[src/rtl/issue_stage_pkg.sv]
// -----------------------------------------------------------------------------
// issue_stage_pkg
//
// Purpose: shared definitions for the in-order issue stage. This file holds the
// default register-file geometry, the issue-stage state encoding and the record
// types for a decoded instruction and for an issued instruction.
//
// Contents:
//   ISS_XWDT    - default register-index width
//   ISS_XN      - default register count (2**ISS_XWDT)
//   ISS_OPW     - default opaque decoded-op payload width
//   iss_state_e - ST_INIT (scoreboard clear sweep) / ST_RUN (issuing)
//   iss_instr_t - decoded instruction held in the hold register
//   iss_out_t   - issued instruction held in the output register
//
// The record types use the package defaults. The top level's parameters
// default to these values and are expected to match them.
// -----------------------------------------------------------------------------
package issue_stage_pkg;

    localparam int ISS_XWDT = 6;
    localparam int ISS_XN   = 1 << ISS_XWDT;
    localparam int ISS_OPW  = 32;

    typedef enum logic {
        ST_INIT = 1'b0,
        ST_RUN  = 1'b1
    } iss_state_e;

    // Decoded instruction waiting for its hazard check.
    typedef struct packed {
        logic [ISS_XWDT-1:0] rd;
        logic [ISS_XWDT-1:0] rs1;
        logic [ISS_XWDT-1:0] rs2;
        logic                use_rs1;
        logic                use_rs2;
        logic [ISS_OPW-1:0]  op;
    } iss_instr_t;

    // Issued instruction presented to execute. The use flags only steer the
    // hazard check, so they are not carried forward.
    typedef struct packed {
        logic [ISS_XWDT-1:0] rd;
        logic [ISS_XWDT-1:0] rs1;
        logic [ISS_XWDT-1:0] rs2;
        logic [ISS_OPW-1:0]  op;
    } iss_out_t;

endpackage

[src/rtl/issue_hazard.sv]
// -----------------------------------------------------------------------------
// issue_hazard
//
// Purpose: combinational hazard check for the instruction in the hold register.
// The instruction must wait if any register it reads, or the register it
// writes, has a pending write in the scoreboard. Register 0 is hard-wired and
// never causes a hazard.
//
// Ports:
//   i_valid    - hold register contains an instruction
//   i_rd       - destination register index
//   i_rs1      - first source register index
//   i_rs2      - second source register index
//   i_use_rs1  - first source is actually read
//   i_use_rs2  - second source is actually read
//   i_rlocks   - scoreboard lock vector, bit i = register i pending write
//   o_hazard   - instruction must not issue this cycle
// -----------------------------------------------------------------------------
module issue_hazard
    import issue_stage_pkg::*;
#(
    parameter int XWDT = ISS_XWDT,
    parameter int XN   = ISS_XN
) (
    input  logic            i_valid,
    input  logic [XWDT-1:0] i_rd,
    input  logic [XWDT-1:0] i_rs1,
    input  logic [XWDT-1:0] i_rs2,
    input  logic            i_use_rs1,
    input  logic            i_use_rs2,
    input  logic [XN-1:0]   i_rlocks,
    output logic            o_hazard
);

    logic w_rs1_hit;
    logic w_rs2_hit;
    logic w_rd_hit;

    assign w_rs1_hit = i_use_rs1 && (i_rs1 != '0) && i_rlocks[i_rs1];
    assign w_rs2_hit = i_use_rs2 && (i_rs2 != '0) && i_rlocks[i_rs2];
    // A pending write to our own destination is a WAW hazard: issuing now
    // would let the older write land after ours.
    assign w_rd_hit  = (i_rd != '0) && i_rlocks[i_rd];

    assign o_hazard  = i_valid && (w_rs1_hit || w_rs2_hit || w_rd_hit);

endmodule

[src/rtl/issue_stage.sv]
// -----------------------------------------------------------------------------
// issue_stage
//
// Purpose: in-order issue stage between decode and execute. After reset it
// sweeps the external scoreboard clear port over registers 1..XN-1, then
// accepts one decoded instruction at a time into a hold register H. When H is
// free of scoreboard hazards and the output register O can take it, the
// instruction moves into O and its destination is locked in the scoreboard
// through rset in the same cycle. The scoreboard state itself lives outside.
//
// Parameters:
//   XWDT - register-index width
//   XN   - register count (2**XWDT)
//   OPW  - opaque decoded-op payload width
//
// Ports:
//   clk        - sole clock, all state updates on its rising edge
//   rst        - synchronous active-high reset
//   in_valid   - decoder presents an instruction
//   in_ready   - stage accepts the instruction this cycle
//   in_rd      - destination register index
//   in_rs1     - first source register index
//   in_rs2     - second source register index
//   in_use_rs1 - first source is read
//   in_use_rs2 - second source is read
//   in_op      - payload, carried unmodified
//   out_valid  - issued instruction presented to execute
//   out_ready  - execute accepts
//   out_rd     - issued destination index
//   out_rs1    - issued first source index
//   out_rs2    - issued second source index
//   out_op     - issued payload
//   rlocks     - scoreboard lock vector, bit i = register i pending write
//   rset       - register to lock this cycle, 0 = no lock request
//   rinit      - scoreboard clear index during the init sweep, 0 = idle
//   busy       - high while the init sweep runs (and while rst is asserted)
// -----------------------------------------------------------------------------
module issue_stage
    import issue_stage_pkg::*;
#(
    parameter int XWDT = ISS_XWDT,
    parameter int XN   = ISS_XN,
    parameter int OPW  = ISS_OPW
) (
    input  logic            clk,
    input  logic            rst,

    input  logic            in_valid,
    output logic            in_ready,
    input  logic [XWDT-1:0] in_rd,
    input  logic [XWDT-1:0] in_rs1,
    input  logic [XWDT-1:0] in_rs2,
    input  logic            in_use_rs1,
    input  logic            in_use_rs2,
    input  logic [OPW-1:0]  in_op,

    output logic            out_valid,
    input  logic            out_ready,
    output logic [XWDT-1:0] out_rd,
    output logic [XWDT-1:0] out_rs1,
    output logic [XWDT-1:0] out_rs2,
    output logic [OPW-1:0]  out_op,

    input  logic [XN-1:0]   rlocks,
    output logic [XWDT-1:0] rset,
    output logic [XWDT-1:0] rinit,
    output logic            busy
);

    // -------------------------------------------------------------------------
    // State
    // -------------------------------------------------------------------------
    iss_state_e      r_state;
    iss_state_e      w_state_nxt;
    logic [XWDT-1:0] r_sweep;
    logic [XWDT-1:0] w_sweep_nxt;
    logic            w_sweep_last;

    logic            r_h_valid;
    iss_instr_t      r_h;
    logic            r_o_valid;
    iss_out_t        r_o;

    iss_instr_t      w_in_instr;
    logic            w_run;
    logic            w_hazard;
    logic            w_issue;
    logic            w_accept;

    // -------------------------------------------------------------------------
    // Handshake and issue decision
    // -------------------------------------------------------------------------
    // Qualifying with !rst keeps every request output quiet while reset is
    // held, even though the registers only clear at the next edge.
    assign w_run    = (r_state == ST_RUN) && !rst;

    issue_hazard #(
        .XWDT (XWDT),
        .XN   (XN)
    ) u_hazard (
        .i_valid   (r_h_valid),
        .i_rd      (r_h.rd),
        .i_rs1     (r_h.rs1),
        .i_rs2     (r_h.rs2),
        .i_use_rs1 (r_h.use_rs1),
        .i_use_rs2 (r_h.use_rs2),
        .i_rlocks  (rlocks),
        .o_hazard  (w_hazard)
    );

    assign w_issue  = w_run && r_h_valid && !w_hazard && (!r_o_valid || out_ready);
    // H can refill in the same cycle it empties, which gives one instruction
    // per cycle when nothing stalls.
    assign in_ready = w_run && (!r_h_valid || w_issue);
    assign w_accept = in_valid && in_ready;

    always_comb begin
        w_in_instr.rd      = in_rd;
        w_in_instr.rs1     = in_rs1;
        w_in_instr.rs2     = in_rs2;
        w_in_instr.use_rs1 = in_use_rs1;
        w_in_instr.use_rs2 = in_use_rs2;
        w_in_instr.op      = in_op;
    end

    // -------------------------------------------------------------------------
    // INIT/RUN sequencing
    // -------------------------------------------------------------------------
    assign w_sweep_last = (r_sweep == XWDT'(XN - 1));

    // NOTE: every signal written here gets a value before any branch, so no
    // path can leave it unassigned and infer a latch.
    always_comb begin
        w_state_nxt = r_state;
        w_sweep_nxt = r_sweep;
        case (r_state)
            ST_INIT: begin
                if (w_sweep_last) begin
                    w_state_nxt = ST_RUN;
                end else begin
                    w_sweep_nxt = r_sweep + 1'b1;
                end
            end
            ST_RUN: begin
                w_state_nxt = ST_RUN;
            end
        endcase
    end

    // NOTE: sequential state is updated with non-blocking assignments so that
    // every register samples values from before the edge, independent of the
    // order of statements.
    always_ff @(posedge clk) begin
        if (rst) begin
            r_state   <= ST_INIT;
            r_sweep   <= XWDT'(1);
            r_h_valid <= 1'b0;
            r_o_valid <= 1'b0;
        end else begin
            r_state <= w_state_nxt;
            r_sweep <= w_sweep_nxt;

            if (w_accept) begin
                r_h_valid <= 1'b1;
            end else if (w_issue) begin
                r_h_valid <= 1'b0;
            end

            if (w_issue) begin
                r_o_valid <= 1'b1;
            end else if (out_ready) begin
                r_o_valid <= 1'b0;
            end
        end
    end

    // NOTE: the payload registers carry no reset; they are only observed while
    // their valid bit is set, and the valid bits are what reset clears.
    always_ff @(posedge clk) begin
        if (w_accept) begin
            r_h <= w_in_instr;
        end
        if (w_issue) begin
            r_o.rd  <= r_h.rd;
            r_o.rs1 <= r_h.rs1;
            r_o.rs2 <= r_h.rs2;
            r_o.op  <= r_h.op;
        end
    end

    // -------------------------------------------------------------------------
    // Outputs
    // -------------------------------------------------------------------------
    // Register 0 as destination yields rset=0, which is already "no lock".
    assign rset      = w_issue ? r_h.rd : '0;
    assign rinit     = ((r_state == ST_INIT) && !rst) ? r_sweep : '0;
    assign busy      = (r_state == ST_INIT) || rst;

    assign out_valid = r_o_valid && !rst;
    assign out_rd    = rst ? '0 : r_o.rd;
    assign out_rs1   = rst ? '0 : r_o.rs1;
    assign out_rs2   = rst ? '0 : r_o.rs2;
    assign out_op    = rst ? '0 : r_o.op;

endmodule

[config.mk]
export PLATFORM = sky130hd
export DESIGN_NAME = issue_stage
export DESIGN_NICKNAME = d
export VERILOG_FILES = /design/src/rtl/issue_stage_pkg.sv /design/src/rtl/issue_hazard.sv /design/src/rtl/issue_stage.sv
export SDC_FILE = /design/constraint.sdc
export NUM_CORES = 1
export LEC_CHECK = 0
export ABC_CLOCK_PERIOD_IN_PS = 6700
export CORE_MARGIN = 1
export CORE_UTILIZATION = 45
export CTS_CLUSTER_SIZE = 20
export DETAILED_ROUTE_END_ITERATION = 6
export PLACE_DENSITY_LB_ADDON = 0.3
export SYNTH_ARGS = -nofsm -noshare
export SYNTH_HDL_FRONTEND = slang
export SYNTH_SLANG_ARGS = --single-unit
[constraint.sdc]
create_clock -name clk -period 6.7 [get_ports clk]
set_clock_uncertainty 0.2 [all_clocks]
set_input_delay 1.34 -clock clk [delete_from_list [all_inputs] [get_ports clk]]
set_output_delay 1.34 -clock clk [all_outputs]
set_load 0.05 [all_outputs]
# Yosys cells after proc, flatten, opt, wreduce, memory -nomap -nowiden
# Cells that the tools add are included.
[word_totals] elab_cells=68 regBits=111 out_inout_bits=65 in_bits=120
[classes] muxes=18 n_addsub=1 n_lt_le_gt_ge=3 eq_ne=1 n_reduce_logical=29 bitwise_logic=2
[ops] op="two-way mux 32 bit" count=1
[ops] op="two-way mux 6 bit" count=5
[ops] op="< comparator 6 x 7 -> 1 bit, second input constant" count=3
[ops] op="binary-select mux 1 bit (select 6 bit)" count=3
[ops] op="nonzero test 6 bit" count=3
[ops] op="logical AND 1 bit" count=14
[ops] op="two-way mux 1 bit" count=8
[ops] op="adder 6 x 1 -> 6 bit, second input constant" count=1
[ops] op="equality test 6 bit, second input constant" count=1
[ops] op="logical OR 1 bit" count=5
[ops] op="zero test 1 bit" count=4
[ops] op="nonzero test 2 bit" count=2
[ops] op="NOT 1 bit" count=2
[ops] op="one-hot mux 1 bit (2 select lines)" count=1
[ops] op="AND reduction 2 bit" count=1

# Logic depth before layout (Yosys ltp)
# Gate-level depths: netlist of the first run.
[logic_depth] depth_word=13 ltp_mapped=9 depth_no_buf=7

# Cells and area by module
# Synthesis of the first run repeated with hierarchy kept, for this count alone.
[unflattened] hier_cells=387 hier_area_um2=5700.5
[modules_own_cells] module="issue_stage" seq_area_each_um2=3243.1 area_per_inst_um2=3981.3 cells_per_inst=225 n_inst=1
[modules_own_cells] module="issue_hazard" seq_area_each_um2=0.0 area_per_inst_um2=1719.1 cells_per_inst=162 n_inst=1

# Least setup slack after synthesis of the first run
# No wires, ideal clock.
[synth_path] path_kind="in2out" start="input port rlocks[61]" end="output port rset[0]" path_buffers=0 t_arrival_ps=5241 required_time_ps=5160 setup_slack_ps=-81 stages=6 path_cell_list="mux4_2 > mux2_4 > a2111oi_4 > nor3_2 > nor3_2 > and2_1"
[synth_via] elab_chain_len=10 elab_cells_between_ends=16 cone_classes="7 x mux; 9 x reduce/logical"
[synth_lines] item="start, declared" line="issue_stage.sv:64" rtl="input logic [XN-1:0] rlocks,"
[synth_lines] item="binary-select mux 1 bit (select 6 bit) (on tied branches)" line="issue_hazard.sv:39, issue_hazard.sv:40"
[synth_lines] item="two-way mux 1 bit (on tied branches)" line="issue_hazard.sv:39, issue_hazard.sv:40"
[synth_lines] item="logical AND 1 bit (on tied branches)" line="issue_hazard.sv:39, issue_hazard.sv:40"
[synth_lines] item="logical OR 1 bit" line="issue_hazard.sv:45" rtl="assign o_hazard = i_valid && (w_rs1_hit || w_rs2_hit || w_rd_hit);"
[synth_lines] item="logical OR 1 bit *" line="issue_hazard.sv:45"
[synth_lines] item="logical AND 1 bit *" line="issue_hazard.sv:45"
[synth_lines] item="zero test 1 bit *" line="issue_stage.sv:111" rtl="assign w_issue = w_run && r_h_valid && !w_hazard && (!r_o_valid || out_ready);"
[synth_lines] item="logical AND 1 bit * (2 in series)" line="issue_stage.sv:111"
[synth_lines] item="named net w_issue" line="issue_stage.sv:87" rtl="logic w_issue;"
[synth_lines] item="two-way mux 6 bit *" line="issue_stage.sv:195" rtl="assign rset = w_issue ? r_h.rd : '0;"
[synth_lines] item="end, declared" line="issue_stage.sv:65" rtl="output logic [XWDT-1:0] rset,"
# The timed path passes the listed nets; every way through them passes the cells marked *. The select of a mux whose other input is x is not followed.

# Worst setup path after layout of the first run
[layout_path] start="input port rlocks[39]" end="output port in_ready"
[layout_via] elab_chain_len=11 elab_cells_between_ends=17 cone_classes="6 x mux; 11 x reduce/logical"
[layout_lines] item="binary-select mux 1 bit (select 6 bit) (on tied branches)" line="issue_hazard.sv:39, issue_hazard.sv:40"
[layout_lines] item="two-way mux 1 bit (on tied branches)" line="issue_hazard.sv:39, issue_hazard.sv:40"
[layout_lines] item="logical AND 1 bit (on tied branches)" line="issue_hazard.sv:39, issue_hazard.sv:40"
[layout_lines] item="logical OR 1 bit" line="issue_hazard.sv:45"
[layout_lines] item="logical OR 1 bit *" line="issue_hazard.sv:45"
[layout_lines] item="logical AND 1 bit *" line="issue_hazard.sv:45"
[layout_lines] item="zero test 1 bit *" line="issue_stage.sv:111"
[layout_lines] item="logical AND 1 bit * (2 in series)" line="issue_stage.sv:111"
[layout_lines] item="logical OR 1 bit *" line="issue_stage.sv:114" rtl="assign in_ready = w_run && (!r_h_valid || w_issue);"
[layout_lines] item="logical AND 1 bit *" line="issue_stage.sv:114"
[layout_lines] item="end, declared" line="issue_stage.sv:49" rtl="output logic in_ready,"
# Mark *: on every way between the ends. The rest lies on a longest branch, timed or not. The select of a mux whose other input is x is not followed.

==> impl_metrics.env, run 1 <==
export IMPL_status="finished clean"
export IMPL_cts_root_buf="clkbuf_16"
export IMPL_slew_violations=0
export IMPL_synthToLayoutAreaGrowth_pct=38.6
export IMPL_dr_first_iter_drc_count=285
export IMPL_num_fill_cells=981
export IMPL_core_sq_mm=0.0126
export IMPL_grtUsageTotal_pct=22.0
export IMPL_drive_gt1_share_pct=12.3
export IMPL_fin_tns_setup_ns=0
export IMPL_ant_nets=0
export IMPL_yosys_warnings=0
export IMPL_worst_slew_pin_slew_ns=1.09
export IMPL_synth_top_cell_area_share_pct=52.9
export IMPL_setup_viol=0
export IMPL_min_period_ns=6.01
export IMPL_timing_fmax_mhz=166
export IMPL_dp_hpwl_um=10600
export IMPL_fin_crit_sh_pct=89.6
export IMPL_grt_start_max_net_pins=62
export IMPL_crit_buf_inv=2
export IMPL_ys_types=53
export IMPL_syn_num_nets=491
export IMPL_hold_violations=0
export IMPL_multi_input_area_sq_mm=0.00238
export IMPL_io_buffers=184
export IMPL_ys_flop_type="edfxtp_1"
export IMPL_ir_drop_mv=0.170
export IMPL_leakage_nw=2.77
export IMPL_routed_via_density=5.44
export IMPL_slew_headroom_pct=27.1
export IMPL_yosys_register_bits=111
export IMPL_path_max_fanout=3
export IMPL_antenna_cells=0
export IMPL_vias=3949
export IMPL_fp_dieArea_sq_mm=0.0133
export IMPL_wirelength_um=14300
export IMPL_rows=41
export IMPL_cts_sinks=111
export IMPL_crit_path_end_kind="output port"
export IMPL_async_flop_share_pct=0
export IMPL_critPathSlowestCell="clkdlybuf4s50_1"
export IMPL_die_w_um=115
export IMPL_ys_top_cells_by_area="edfxtp_1, mux4_2, mux4_1, mux2i_1, nor2b_1"
export IMPL_drc=0
export IMPL_syn_inst=370
export IMPL_slowest_delay_ns=0.80
export IMPL_regArea_sq_mm=0.00324
export IMPL_cts_max_path_buffers=2
export IMPL_synth_edf_count=102
export IMPL_grt_pass1_vias=3913
export IMPL_ioPinCount=185
export IMPL_antenna_found_initial=0
export IMPL_drtPass1Iterations=4
export IMPL_post_route_util_pct=63.8
export IMPL_cp_start_kind="input port"
export IMPL_cts_buffers=9
export IMPL_clkTransAtPathRegs_ns=0.07
export IMPL_netlist_top_cell_by_area="edfxtp_1"
export IMPL_synth_avg_cell_area_sq_um=15.6
export IMPL_maxCapViolCount=0
export IMPL_tritoncts="built"
export IMPL_post_cts_buffers=0
export IMPL_cts_hold_buf=0
export IMPL_syn_area_sq_mm=0.00579
export IMPL_critPathTopFamily="buffers and inverters"
export IMPL_wl_per_cell_um=19.7
export IMPL_ctsHtreeMaxLevel=3
export IMPL_start_util_pct=46.0
export IMPL_path_class="in -> out"
export IMPL_cts_resized=0
export IMPL_arrival_ns=4.47
export IMPL_path_cells="clkdlybuf4s50_1 > mux4_2 > a2111oi_0 > o21ai_0 > nor4b_2 > nor4b_2 > or2_1 > clkdlybuf4s50_1"
export IMPL_rsz0062_at_grt="no"
export IMPL_routabilityCongestion=0.859
export IMPL_hp_class="reg -> reg"
export IMPL_fin_nets=670
export IMPL_clk_latency_ns=0.34
export IMPL_p_per_area_mw_per_mm2=182
export IMPL_required_ns=5.16
export IMPL_grt_pass1_wl_um=21500
export IMPL_synth_seq_area_share_pct=56.1
export IMPL_die_h_um=115
export IMPL_globalRoute_totalOverflow=0
-- synth_stat cells, drive strengths merged, types with 2 or more instances --
master / number
edfxtp: 102
nor2b: 54
mux4: 38
mux2i: 36
nor2: 15
clkbuf: 14
and2: 12
buf: 9
dfxtp: 9
nand3b: 6
nor4b: 6
nand2: 5
nand2b: 4
nand4: 4
o22ai: 4
a31oi: 3
mux2: 3
nand3: 3
nor3: 3
o21ai: 3
or3: 3
xor2: 3
a2111oi: 2
a21oi: 2
inv: 2
o41ai: 2
or2: 2
or2b: 2
or3b: 2
xnor2: 2
-- area by class of cell --
class,count,share of cell area [%]
clock inverters,7,0.889
inverters,2,0.0936
multi-input cells,234,29.7
repair buffers,191,23.4
well taps,172,2.68
flip-flops and latches,111,40.4
clock buffers,9,2.81
-- cell usage in the layout, fill, tap and decap left out, types with 2 or more instances in the layout --
cell type,netlist,layout
a21oi_1,2,2
a31oi_1,3,3
and2_1,12,12
buf_4,3,13
clkbuf_16,0,9
clkdlybuf4s50_1,0,177
clkinv_2,0,2
dfxtp_1,9,9
edfxtp_1,102,102
inv_1,2,2
mux2_2,2,2
mux2i_1,36,36
mux4_1,16,16
mux4_2,22,22
nand2_1,5,5
nand2b_1,4,4
nand3_1,3,3
nand3b_1,6,6
nand4_1,4,4
nor2_1,15,15
nor2b_1,54,54
nor4b_1,3,3
nor4b_2,3,3
o21ai_0,3,3
o22ai_1,4,4
o41ai_1,2,2
or2_1,2,2
or2b_2,2,2
or3_1,3,3
or3b_2,2,2
xnor2_1,2,2
xor2_1,3,3
-- per-layer routing --
| metal | vias up | global-route usage, % | share of wire [%] |
|---|---|---|---|
| li1 | 1829 | - | - |
| met1 | 1946 | 29.8 | 43 |
| met2 | 155 | 35.3 | 49 |
| met3 | 19 | 4.01 | 6.3 |
| met4 | 0 | 8.57 | 2.2 |
| met5 | - | 0 | 0 |
-- power breakdown --
| part | internal, mW | switching (mW) |
|---|---|---|
| clock network | 0.290 | 0.234 |
| logic | 0.104 | 0.0796 |
| registers | 0.752 | 0.00292 |
-- flip-flops by register name, indices dropped and copies added (netlist names) --
register   cells
r_h           52
r_h_valid      1
r_o           50
r_o_valid      1
r_state        1
r_sweep        6
-- logic make-up (layout without fill, tap and decap cells) --
logic type                 count (synthesis)  in the layout  synth area share [%]
DFF                                      111            111                  56.1
muxes                                     77             77                  22.7
buffers and inverters                     25            209                  2.90
xor gates and xnor gates                   5              5                 0.757
adders and majority gates                  1              1                 0.216
AOI/OAI and AO/OA                         25             25                  3.57
and+or+nand+nor                          126            126                  13.8
-- stage by stage --
stage               cells  setup WS, ns  hold slack, ns  total power [mW]  area (sq um)
CTS                   726         0.684           0.221              1.47          8020
global placement      710         0.780           0.200             0.950          7720
global route          726         0.461           0.224              1.51          8020
detailed placement    710         0.718           0.205             0.953          7720
floorplan             370         0.726           0.200             0.846          5790
finish                726         0.694           0.220              1.46          8020
-- path summary, 6_finish.rpt --
check,from,slack (ns),depth (start not counted),endpoint
setup reg to reg,r_h[40],2.57,7,r_h[38]
hold / removal,r_h[0],0.22,0,r_o[0]
hold reg to reg,r_h[0],0.22,0,r_o[0]
setup / recovery,rlocks[39],0.69,8,in_ready
No activity file was read; power rests on OpenSTA's default activity.
==> run 2: changes to the inputs <==
--- a/config.mk
+++ b/config.mk
@@ -5,12 +5,13 @@
 export SDC_FILE = /design/constraint.sdc
 export NUM_CORES = 1
 export LEC_CHECK = 0
-export ABC_CLOCK_PERIOD_IN_PS = 6700
+export ABC_CLOCK_PERIOD_IN_PS = 5050
 export CORE_MARGIN = 1
-export CORE_UTILIZATION = 45
+export CORE_UTILIZATION = 42
 export CTS_CLUSTER_SIZE = 20
 export DETAILED_ROUTE_END_ITERATION = 6
 export PLACE_DENSITY_LB_ADDON = 0.3
+export SKIP_CTS_REPAIR_TIMING = 1
 export SYNTH_ARGS = -nofsm -noshare
 export SYNTH_HDL_FRONTEND = slang
 export SYNTH_SLANG_ARGS = --single-unit
==> constraint.sdc (replaced) <==
create_clock -name clk -period 5.05 [get_ports clk]
set_clock_uncertainty 0.2 [all_clocks]
set_input_delay 1.01 -clock clk [delete_from_list [all_inputs] [get_ports clk]]
set_output_delay 1.01 -clock clk [all_outputs]
set_load 0.05 [all_outputs]
==> run 2 against run 1 <==
Global-route usage is 0.93 points lower. First-iteration DRC count decreased by 1.1%. Utilization fell by 2.2 points. Critical path type unchanged. Largest power group unchanged.
==> impl_metrics.env, run 2 (synthesis results as in run 1) <==
export IMPL_rows=42
export IMPL_synthToLayoutAreaGrowth_pct=42.2
export IMPL_cp_start_kind="input port"
export IMPL_antenna_found_initial=0
export IMPL_dp_hpwl_um=10900
export IMPL_fin_tns_setup_ns=0
export IMPL_core_sq_mm=0.0133
export IMPL_final_common_cell="clkdlybuf4s50_1"
export IMPL_status="finished clean"
export IMPL_fin_crit_sh_pct=94.8
export IMPL_ir_drop_mv=0.214
export IMPL_die_w_um=119
export IMPL_grt_start_max_net_pins=62
export IMPL_drc=0
export IMPL_hold_violations=0
export IMPL_clk_latency_ns=0.35
export IMPL_drtPass1Iterations=4
export IMPL_cts_max_path_buffers=2
export IMPL_place_area_sq_mm=0.00788
export IMPL_setup_viol=0
export IMPL_fin_nets=682
export IMPL_top_register="r_h"
export IMPL_ioPinCount=185
export IMPL_io_buffers=184
export IMPL_maxCapViolCount=0
export IMPL_drive_gt1_share_pct=15.7
export IMPL_vias=4064
export IMPL_wl_per_cell_um=19.8
export IMPL_grt_pass1_vias=4033
export IMPL_clkTransAtPathRegs_ns=0.08
export IMPL_dr_first_iter_drc_count=282
export IMPL_ctsHtreeMaxLevel=3
export IMPL_reg_top3="r_h (52), r_o (50), r_sweep (6)"
export IMPL_r2r_cells=7
export IMPL_routabilityCongestion=0.831
export IMPL_arrival_ns=3.58
export IMPL_routed_via_density=5.48
export IMPL_start_util_pct=43.3
export IMPL_multi_input_area_sq_mm=0.00239
export IMPL_timing_fmax_mhz=209
export IMPL_cts_root_buf="clkbuf_16"
export IMPL_rsz0062_at_grt="no"
export IMPL_path_max_fanout=3
export IMPL_largest_reg_flops=52
export IMPL_leakage_nw=2.85
export IMPL_hp_class="reg -> reg"
export IMPL_globalRoute_totalOverflow=0
export IMPL_final_cell_mix="clkdlybuf4s50_1, edfxtp_1, nor2b_1, mux2i_1, mux4_2"
export IMPL_die_h_um=119
export IMPL_required_ns=3.84
export IMPL_slew_violations=0
export IMPL_num_fill_cells=1028
export IMPL_grt_pass1_wl_um=22300
export IMPL_wirelength_um=14700
export IMPL_fp_dieArea_sq_mm=0.0142
export IMPL_post_route_util_pct=61.7
export IMPL_slew_headroom_pct=50.7
export IMPL_stdcell_area_sq_mm=0.00823
export IMPL_worst_slew_pin_slew_ns=0.740
export IMPL_p_per_area_mw_per_mm2=234
export IMPL_ant_nets=0
export IMPL_crit_path_end_kind="output port"
export IMPL_grtUsageTotal_pct=21.1
export IMPL_cts_sinks=111
export IMPL_cts_buffers=9
export IMPL_hold_path_depth=0
export IMPL_antenna_cells=0
export IMPL_min_period_ns=4.79
export IMPL_tritoncts="built"
export IMPL_regArea_sq_mm=0.00324
export IMPL_path_class="in -> out"
## run 2: final timing paths
path               from       end  slack, ns
max          rlocks[38]  in_ready       0.26
min             r_h[26]   r_o[26]       0.22
max reg2reg     r_h[34]   r_h[26]       1.27
min reg2reg     r_h[26]   r_o[26]       0.22
## run 2: worst max-delay path: stages
cell and delay, ns:
clkdlybuf4s50_1 0.48, mux4_2 0.48, a2111oi_0 0.49, o21ai_0 0.16
nor4b_2 0.24, nor4b_2 0.37, or2_1 0.20, buf_12 0.14
## run 2: area by class of cell
type | count | area share [%]
clock buffer | 9 | 2.74
clock inverter | 7 | 0.775
inverter | 2 | 0.0912
multi-input combinational | 234 | 29.1
sequential | 111 | 39.4
tap | 176 | 2.68
timing repair buffer | 203 | 25.2
## run 2: report_power, final
part | switching (mW) | total, mW | internal [mW]
Combinational | 0.106 | 0.245 | 0.138
Sequential | 0.00451 | 1.00 | 0.997
Clock | 0.339 | 0.683 | 0.344
Total | 0.449 | 1.93 | 1.48
## run 2: routing by layer
layer	vias up	wire length, um	track usage [%]
met5	-	0	0
met4	0	369	7.58
met3	21	755	4.84
met2	162	7500	35.5
met1	2028	6090	26.5
li1	1853	-	-
## run 2: through the flow
stage / setup WS (ns) / std cells / hold slack [ns] / power [mW]
floorplan: -0.165 / 370 / 0.200 / 1.12
global placement: 0.189 / 720 / 0.200 / 1.26
detailed placement: 0.107 / 720 / 0.205 / 1.27
CTS: 0.0759 / 736 / 0.220 / 1.95
global route: 0.0998 / 742 / 0.226 / 1.99
finish: 0.263 / 742 / 0.219 / 1.93
